`src/rtl/dmem_access_ctrl.sv`:
```
// ============================================================================
// Module   : dmem_access_ctrl
// Brief    : Load/store sequencer for a word-wide data memory with sub-word
//            extraction and read-modify-write SB/SH. Optional macro
//            DMEM_MISALIGN_TRAP_EN turns misaligned H/HU/W into errors.
// Revision : 1.0 - initial release
// ============================================================================
`default_nettype none

module dmem_access_ctrl #(
    parameter int MEM_WORDS = 31
) (
    input  logic        clk,
    input  logic        rst,
    input  logic        i_req_valid,
    output logic        o_ready,
    input  logic        i_req_we,
    input  logic [2:0]  i_req_funct3,
    input  logic [31:0] i_req_addr,
    input  logic [31:0] i_req_wdata,
    output logic        o_done,
    output logic        o_err,
    output logic [31:0] o_rdata,
    output logic [31:0] o_mem_a,
    output logic [31:0] o_mem_wd,
    output logic        o_mem_we,
    input  logic [31:0] i_mem_rd
);

    typedef enum logic [2:0] {
        S_IDLE   = 3'd0,
        S_ACCESS = 3'd1,
        S_RMW_RD = 3'd2,
        S_RMW_WR = 3'd3,
        S_DONE   = 3'd4
    } state_t;

    state_t      r_state;
    logic        r_we;
    logic [2:0]  r_funct3;
    logic [31:0] r_addr;
    logic [31:0] r_wdata;
    logic [31:0] r_buf;
    logic        r_done;
    logic        r_err;
    logic [31:0] r_rdata;

    logic        w_is_half;
    logic        w_is_word;
    logic        w_illegal;
    logic        w_misal;
    logic        w_misal_err;
    logic [31:0] w_addr_eff;
    logic        w_oor;
    logic        w_reject;
    logic [7:0]  w_byte;
    logic [15:0] w_half;
    logic [31:0] w_ext;
    logic [31:0] w_merge;

    assign w_is_half = (i_req_funct3[1:0] == 2'b01);
    assign w_is_word = (i_req_funct3[1:0] == 2'b10);
    assign w_illegal = (i_req_funct3 == 3'b011) || (i_req_funct3[2:1] == 2'b11) ||
                       (i_req_funct3[2] && i_req_we);
    assign w_misal   = (w_is_half && i_req_addr[0]) ||
                       (w_is_word && (i_req_addr[1:0] != 2'b00));

`ifdef DMEM_MISALIGN_TRAP_EN
    assign w_misal_err = w_misal;
    assign w_addr_eff  = i_req_addr;
`else
    // Misaligned accesses are silently rounded down before the range check
    assign w_misal_err = 1'b0;
    assign w_addr_eff  = w_is_word ? {i_req_addr[31:2], 2'b00} :
                         w_is_half ? {i_req_addr[31:1], 1'b0}  : i_req_addr;
`endif

    assign w_oor    = (w_addr_eff[31:2] >= 30'(MEM_WORDS));
    assign w_reject = w_illegal || w_misal_err || w_oor;

    assign w_byte = i_mem_rd[{r_addr[1:0], 3'b000} +: 8];
    assign w_half = r_addr[1] ? i_mem_rd[31:16] : i_mem_rd[15:0];

    always_comb begin
        w_ext = i_mem_rd;
        case (r_funct3)
            3'b000:  w_ext = {{24{w_byte[7]}}, w_byte};
            3'b100:  w_ext = {24'd0, w_byte};
            3'b001:  w_ext = {{16{w_half[15]}}, w_half};
            3'b101:  w_ext = {16'd0, w_half};
            default: w_ext = i_mem_rd;
        endcase
    end

    always_comb begin
        w_merge = r_buf;
        if (r_funct3[1:0] == 2'b00)
            w_merge[{r_addr[1:0], 3'b000} +: 8] = r_wdata[7:0];
        else
            w_merge[{r_addr[1], 4'b0000} +: 16] = r_wdata[15:0];
    end

    always_ff @(posedge clk or posedge rst) begin
        if (rst) begin
            r_state  <= S_IDLE;
            r_we     <= 1'b0;
            r_funct3 <= 3'd0;
            r_addr   <= 32'd0;
            r_wdata  <= 32'd0;
            r_buf    <= 32'd0;
            r_done   <= 1'b0;
            r_err    <= 1'b0;
            r_rdata  <= 32'd0;
        end else begin
            r_done <= 1'b0;
            r_err  <= 1'b0;
            case (r_state)
                S_IDLE: begin
                    if (i_req_valid) begin
                        r_we     <= i_req_we;
                        r_funct3 <= i_req_funct3;
                        r_addr   <= w_addr_eff;
                        r_wdata  <= i_req_wdata;
                        if (w_reject) begin
                            r_state <= S_DONE;
                            r_done  <= 1'b1;
                            r_err   <= 1'b1;
                        end else if (i_req_we && !w_is_word) begin
                            r_state <= S_RMW_RD;
                        end else begin
                            r_state <= S_ACCESS;
                        end
                    end
                end
                S_ACCESS: begin
                    if (!r_we)
                        r_rdata <= w_ext;
                    r_state <= S_DONE;
                    r_done  <= 1'b1;
                end
                S_RMW_RD: begin
                    r_buf   <= i_mem_rd;
                    r_state <= S_RMW_WR;
                end
                S_RMW_WR: begin
                    r_state <= S_DONE;
                    r_done  <= 1'b1;
                end
                S_DONE:  r_state <= S_IDLE;
                default: r_state <= S_IDLE;
            endcase
        end
    end

    // Write enable is decoded from state so an async reset kills it at once
    assign o_mem_we = ((r_state == S_ACCESS) && r_we) || (r_state == S_RMW_WR);
    assign o_mem_a  = (r_state == S_IDLE) ? 32'd0 : {r_addr[31:2], 2'b00};
    assign o_mem_wd = (r_state == S_RMW_WR)          ? w_merge :
                      ((r_state == S_ACCESS) && r_we) ? r_wdata : 32'd0;

    assign o_ready = (r_state == S_IDLE);
    assign o_done  = r_done;
    assign o_err   = r_err;
    assign o_rdata = r_rdata;

endmodule

`default_nettype wire

```
`config.mk`:
```
export PLATFORM = sky130hd
export DESIGN_NAME = dmem_access_ctrl
export DESIGN_NICKNAME = d
export VERILOG_FILES = /design/src/rtl/dmem_access_ctrl.sv
export SDC_FILE = /design/constraint.sdc
export NUM_CORES = 1
export LEC_CHECK = 0
export BUFFER_PORTS_ARGS = -buffer_cell sky130_fd_sc_hd__buf_2
export CORE_MARGIN = 3
export CORE_UTILIZATION = 56
export CTS_CLUSTER_SIZE = 40
export DETAILED_ROUTE_END_ITERATION = 16
export PLACE_DENSITY_LB_ADDON = 0.05
export SYNTH_ARGS = -nofsm -noshare
export SYNTH_HDL_FRONTEND = slang
export SYNTH_SLANG_ARGS = --single-unit
```
`constraint.sdc`:
```
create_clock -name clk -period 13.9 [get_ports clk]
set_input_delay 3.475 -clock clk [delete_from_list [all_inputs] [get_ports clk]]
set_output_delay 3.475 -clock clk [all_outputs]
set_load 0.005 [all_outputs]
```
# [Yosys cells after proc, flatten, opt, wreduce, memory -nomap -nowiden]
# Cells that the tools add are included.
# Widths: inputs -> output; s select.
[totals] ff_bits=137
[op_classes] reduce_logical=14 shifts=5 order_cmp=1 n_bitwise=1 muxes=18 eq_ne=11 addsub=2
[op_table] op="$mux 32" count=4
[op_table] op="$pmux 32 s4" count=1
[op_table] op="$bwmux 32" count=2
[op_table] op="$shift 16x7->32 const A" count=1
[op_table] op="$shift 8x7->32 const A" count=1
[op_table] op="$shiftx 16x7->32" count=1
[op_table] op="$shiftx 32x6->8" count=1
[op_table] op="$shiftx 8x7->32" count=1
[op_table] op="$ge 30x5->1 const B" count=1
[op_table] op="$mux 16" count=1
[op_table] op="$neg 5->7" count=2
[op_table] op="$eq 3x2->1 const B" count=3
[op_table] op="$pmux 3 s3" count=1
[op_table] op="$eq 3x1->1 const B" count=2
[op_table] op="$eq 3x3->1 const B" count=2
[op_table] op="$logic_not 3->1" count=2
[op_table] op="$mux 3" count=2
[op_table] op="$eq 2x2->1 const B" count=2
[op_table] op="$logic_or 1x1->1" count=4
[op_table] op="$mux 1" count=4
[op_table] op="$mux 2" count=2
[op_table] op="$reduce_and 2->1" count=2
[op_table] op="$logic_and 1x1->1" count=3
[op_table] op="$eq 2x1->1 const B" count=1
[op_table] op="other kinds (6)" count=6

# [Longest topological paths before layout]
[depth] depth_word=7 mapped_depth=8 mapped_depth_nobuf=6

# [Worst setup path after synthesis]
# Ideal clock, no wire load.
[synth_path] path_kind="reg2out" startpoint="register r_addr[1]" endpoint="output port o_mem_wd[16]" arrival_time_ps=2223 required_time_ps=10425 path_stages_with_launch=9 setup_slack_ps=8202 path_cell_list="dfrtp_1 clkbuf_1 clkbuf_1 inv_1 ha_1 nor3b_1 nand3_1 a21oi_1 a221o_1"
[synth_via] elab_chain_cells=5 word_cells_on_any_way=10 cone_classes="add/sub (2); shift (4); mux (4)"
[synth_rtl] element="start, declared" line_no="41" text="logic [31:0] r_addr;"
[synth_rtl] element="start signal, assigned" line_no="122" text="r_addr <= w_addr_eff;"
[synth_rtl] element="$neg 5->7 (on tied branches)" line_no="100, 98"
[synth_rtl] element="$shiftx 16x7->32, or another cell as far along" line_no="100" text="w_merge[{r_addr[1], 4'b0000} +: 16] = r_wdata[15:0];"
[synth_rtl] element="$bwmux 32 (on tied branches)" line_no="100, 98"
[synth_rtl] element="$mux 32 (*)" line_no="97" text="if (r_funct3[1:0] == 2'b00)"
[synth_rtl] element="$mux 32 (*)" line_no="158" text="assign o_mem_wd = (r_state == S_RMW_WR) ? w_merge :"
[synth_rtl] element="end, declared" line_no="25" text="output logic [31:0] o_mem_wd,"
# Mark *: on every way between the ends. The rest lies on a longest branch, timed or not.

# [Final worst setup path]
[layout_path] startpoint="register r_addr[0]" endpoint="output port o_mem_wd[18]"
[layout_via] elab_chain_cells=5 word_cells_on_any_way=6 cone_classes="add/sub (1); shift (2); mux (3)"
[layout_rtl] element="$neg 5->7 (*)" line_no="98" text="w_merge[{r_addr[1:0], 3'b000} +: 8] = r_wdata[7:0];"
[layout_rtl] element="$shiftx 8x7->32 or $shift 8x7->32 (tied branches)" line_no="98"
[layout_rtl] element="$bwmux 32 (*)" line_no="98"
[layout_rtl] element="$mux 32 (*)" line_no="97"
[layout_rtl] element="$mux 32 (*)" line_no="158"
# Marked as above.

==> results.json <==
{
  "critPathLaunchType": "flip-flop",
  "seqPwrFrac": 0.428,
  "final.hold.worst_slack_ns": 0.466,
  "clk_path_buf_depth": 2,
  "synth_top_family_by_area": "simple AND/OR/NAND/NOR gates",
  "num_antenna_cells": 0,
  "final_design_area_no_fill_um2": 8720,
  "synth_xor_area_frac": 0,
  "drc": 0,
  "postSynthCellCount": 823,
  "slew_headroom": 0.236,
  "holdCritPathClass": "reg -> reg",
  "postCtsHoldBufs": 0,
  "synthMuxAreaShare": 0.0399,
  "cts_max_level": 4,
  "routed-via-count": 6705,
  "nets": 1101,
  "cp_cell_sequence": "inv_1 -> ha_1 -> nor3b_1 -> nand3_1 -> a21oi_1 -> a221o_1 -> buf_2",
  "crit_path_max_incr_delay_ns": 0.65,
  "crit_type": "reg -> out",
  "cts_root_buf": "clkbuf_16",
  "finalHoldViolations": 0,
  "hp-start": "r_wdata[18]",
  "status": "finished clean",
  "grt_max_degree": 78,
  "final_cells": 1174,
  "synth_adder_area_share": 0.00886,
  "cp.required_ns": 10.43,
  "async_flop_share": 1.00,
  "final_cell_mix": "nand2_1 (339), buf_2 (200), dfrtp_1 (137)",
  "synth_edf_count": 0,
  "die_width_um": 118,
  "finalWirelength_um": 21500,
  "areaGrowthSynthToFinish_pct": 23.5,
  "place_area_um2": 8110,
  "synth_top_area_share": 0.486,
  "syn_area_um2": 7060,
  "min_path_cells": 2,
  "synth_ff_type": "dfrtp_1",
  "p_per_area_nw_per_um2": 121,
  "slowest_stage": "a21oi_1",
  "period_minus_slack_ns": 6.34,
  "ir_drop_v": 0.0000878,
  "yosysSeqAreaShare": 0.486,
  "post_drt_wl_per_cell_um": 18.3,
  "cp-end-kind": "primary output",
  "cts_resized": 0,
  "ys_types": 48,
  "dp.cells": 1142,
  "skew_ns": 0.00920,
  "synth_compound_area_frac": 0.128,
  "reg2regPathDepth": 5,
  "insertion_delay_ns": 0.42,
  "layout_commonest_cell": "nand2_1",
  "switching_power_w": 0.000291,
  "synth-simple-area-share": 0.300,
  "combinationalPowerShare": 0.129,
  "ys_ff_latch": 137,
  "antenna_found_initial": 0,
  "drv_cap": 0,
  "cts_buffers": 17,
  "place_congestion": 0.899,
  "cts_tree": "built",
  "io_pins": 203,
  "drt_iter0_drc": 933,
  "critPathMaxFanout": 9,
  "cp-startpoint": "r_addr[0]",
  "clock-sinks": 137,
  "drtPass1Iterations": 6,
  "synth.largest_area_cell": "dfrtp_1",
  "drv_slew": 0,
  "synth.avg_cell_area_um2": 8.58,
  "pwr-share-clk": 0.443,
  "grt_pass1_wl_um": 33800,
  "tightestPinTransition_ns": 1.14,
  "leakage_nw": 4.46,
  "initial_core_util": 0.580,
  "tns_ns": 0,
  "die_h_um": 118,
  "antenna_left": 0,
  "swShare": 0.275,
  "vias_per_cell": 5.71,
  "grt_setup_unrepaired": "false",
  "io_buffers": 200,
  "rows": 40,
  "setup_viol_count_final": 0,
  "fin_crit_sh": 0.456,
  "grt_pass1_vias": 6291,
  "ys.warnings.count": 0,
  "final_core_util": 0.717,
  "arrival_ns": 2.86,
  "ys_top_cells_by_area": "dfrtp_1 (49%), nand2_1 (18%), a221o_1 (3.4%)",
  "hpwl_um": 14900,
  "globalRouteOverflowTotal": 0,
  "cts_setup_buffers": 0,
  "p_int_w": 0.000766,
  "worstReg2RegStart": "r_state[1]",
  "dieArea_um2": 14000,
  "grt_util_all_layers": 0.305,
  "clkSlewWorstSetupHoldPaths_ns": 0.06,
  "core-area_um2": 12200,
  "fmax_mhz": 158,
  "drive_above_1_share": 0.282
}
kinds of logic after synthesis:
logic type,Yosys count
simple gates,470
flops,137
compound gates,119
buf+inv,64
mux,27
fa+ha+maj,5
other cells,1
critical path: cells and delay by family, from the launching register on:
kind / cells / cell delay (ns)
flip-flops: 1 / 0.50
adder cells (fa/ha/maj): 1 / 0.39
buffers and inverters: 2 / 0.31
AND/OR/NAND/NOR: 2 / 0.30
AO/OA/AOI/OAI: 2 / 0.94
registers in the layout, summed over array words and instances, names as in the netlist:
signal and cells:
r_state 3, r_addr 32, r_wdata 32, o_done 1
r_funct3 3, r_buf 32, r_we 1, o_rdata 32
o_err 1
per-stage QoR:
stage,power (W),setup slack [ns]
finish,0.00106,7.56
global route,0.00110,7.32
CTS,0.00106,7.59
detailed placement,0.000592,8.04
global placement,0.000591,8.10
floorplan,0.000537,6.76
routing by layer:
metal,up-vias,share of wire,track usage
met3,69,0.096,0.0813
met4,0,0.033,0.123
met5,-,0,0
met1,3171,0.41,0.422
met2,346,0.46,0.459
li1,3119,-,-
cells in the mapped netlist (10+ instances only):
cell type  instances
nor2b_1           32
mux2i_1           18
nor3_1            10
nand3_1           24
a221o_1           24
clkbuf_1          48
and2_1            10
nand3_2           10
a21oi_1           29
o21ai_0           14
a22o_1            26
nand2_1          340
dfrtp_1          137
power by group through the flow:
stage          Sequential, W  Clock (W)  Combinational (W)
2_1_floorplan       0.000446          0          0.0000907
3_3_place_gp        0.000458          0           0.000133
3_5_place_dp        0.000458          0           0.000135
4_1_cts             0.000451   0.000470           0.000135
5_1_grt             0.000454   0.000490           0.000152
6_report            0.000452   0.000469           0.000136
area by class of cell:
class	count	area [um2]
clock buffers	18	439
clock inverters	14	171
fillers	1001	3450
inverters	7	31.3
multi-input cells	623	3380
flip-flops and latches	137	3430
well taps	168	210
repair buffers	207	1050
final timing paths:
path / endpoint / slack [ns]
max: o_mem_wd[18] / 7.56
max in group asynchronous: r_addr[17] / 9.40
max reg2reg: o_rdata[27] / 11.34
min reg2reg: r_wdata[18] / 0.47
min: r_wdata[18] / 0.47
min in group asynchronous: r_wdata[10] / 3.11
No activity file was read; power rests on OpenSTA's default activity.
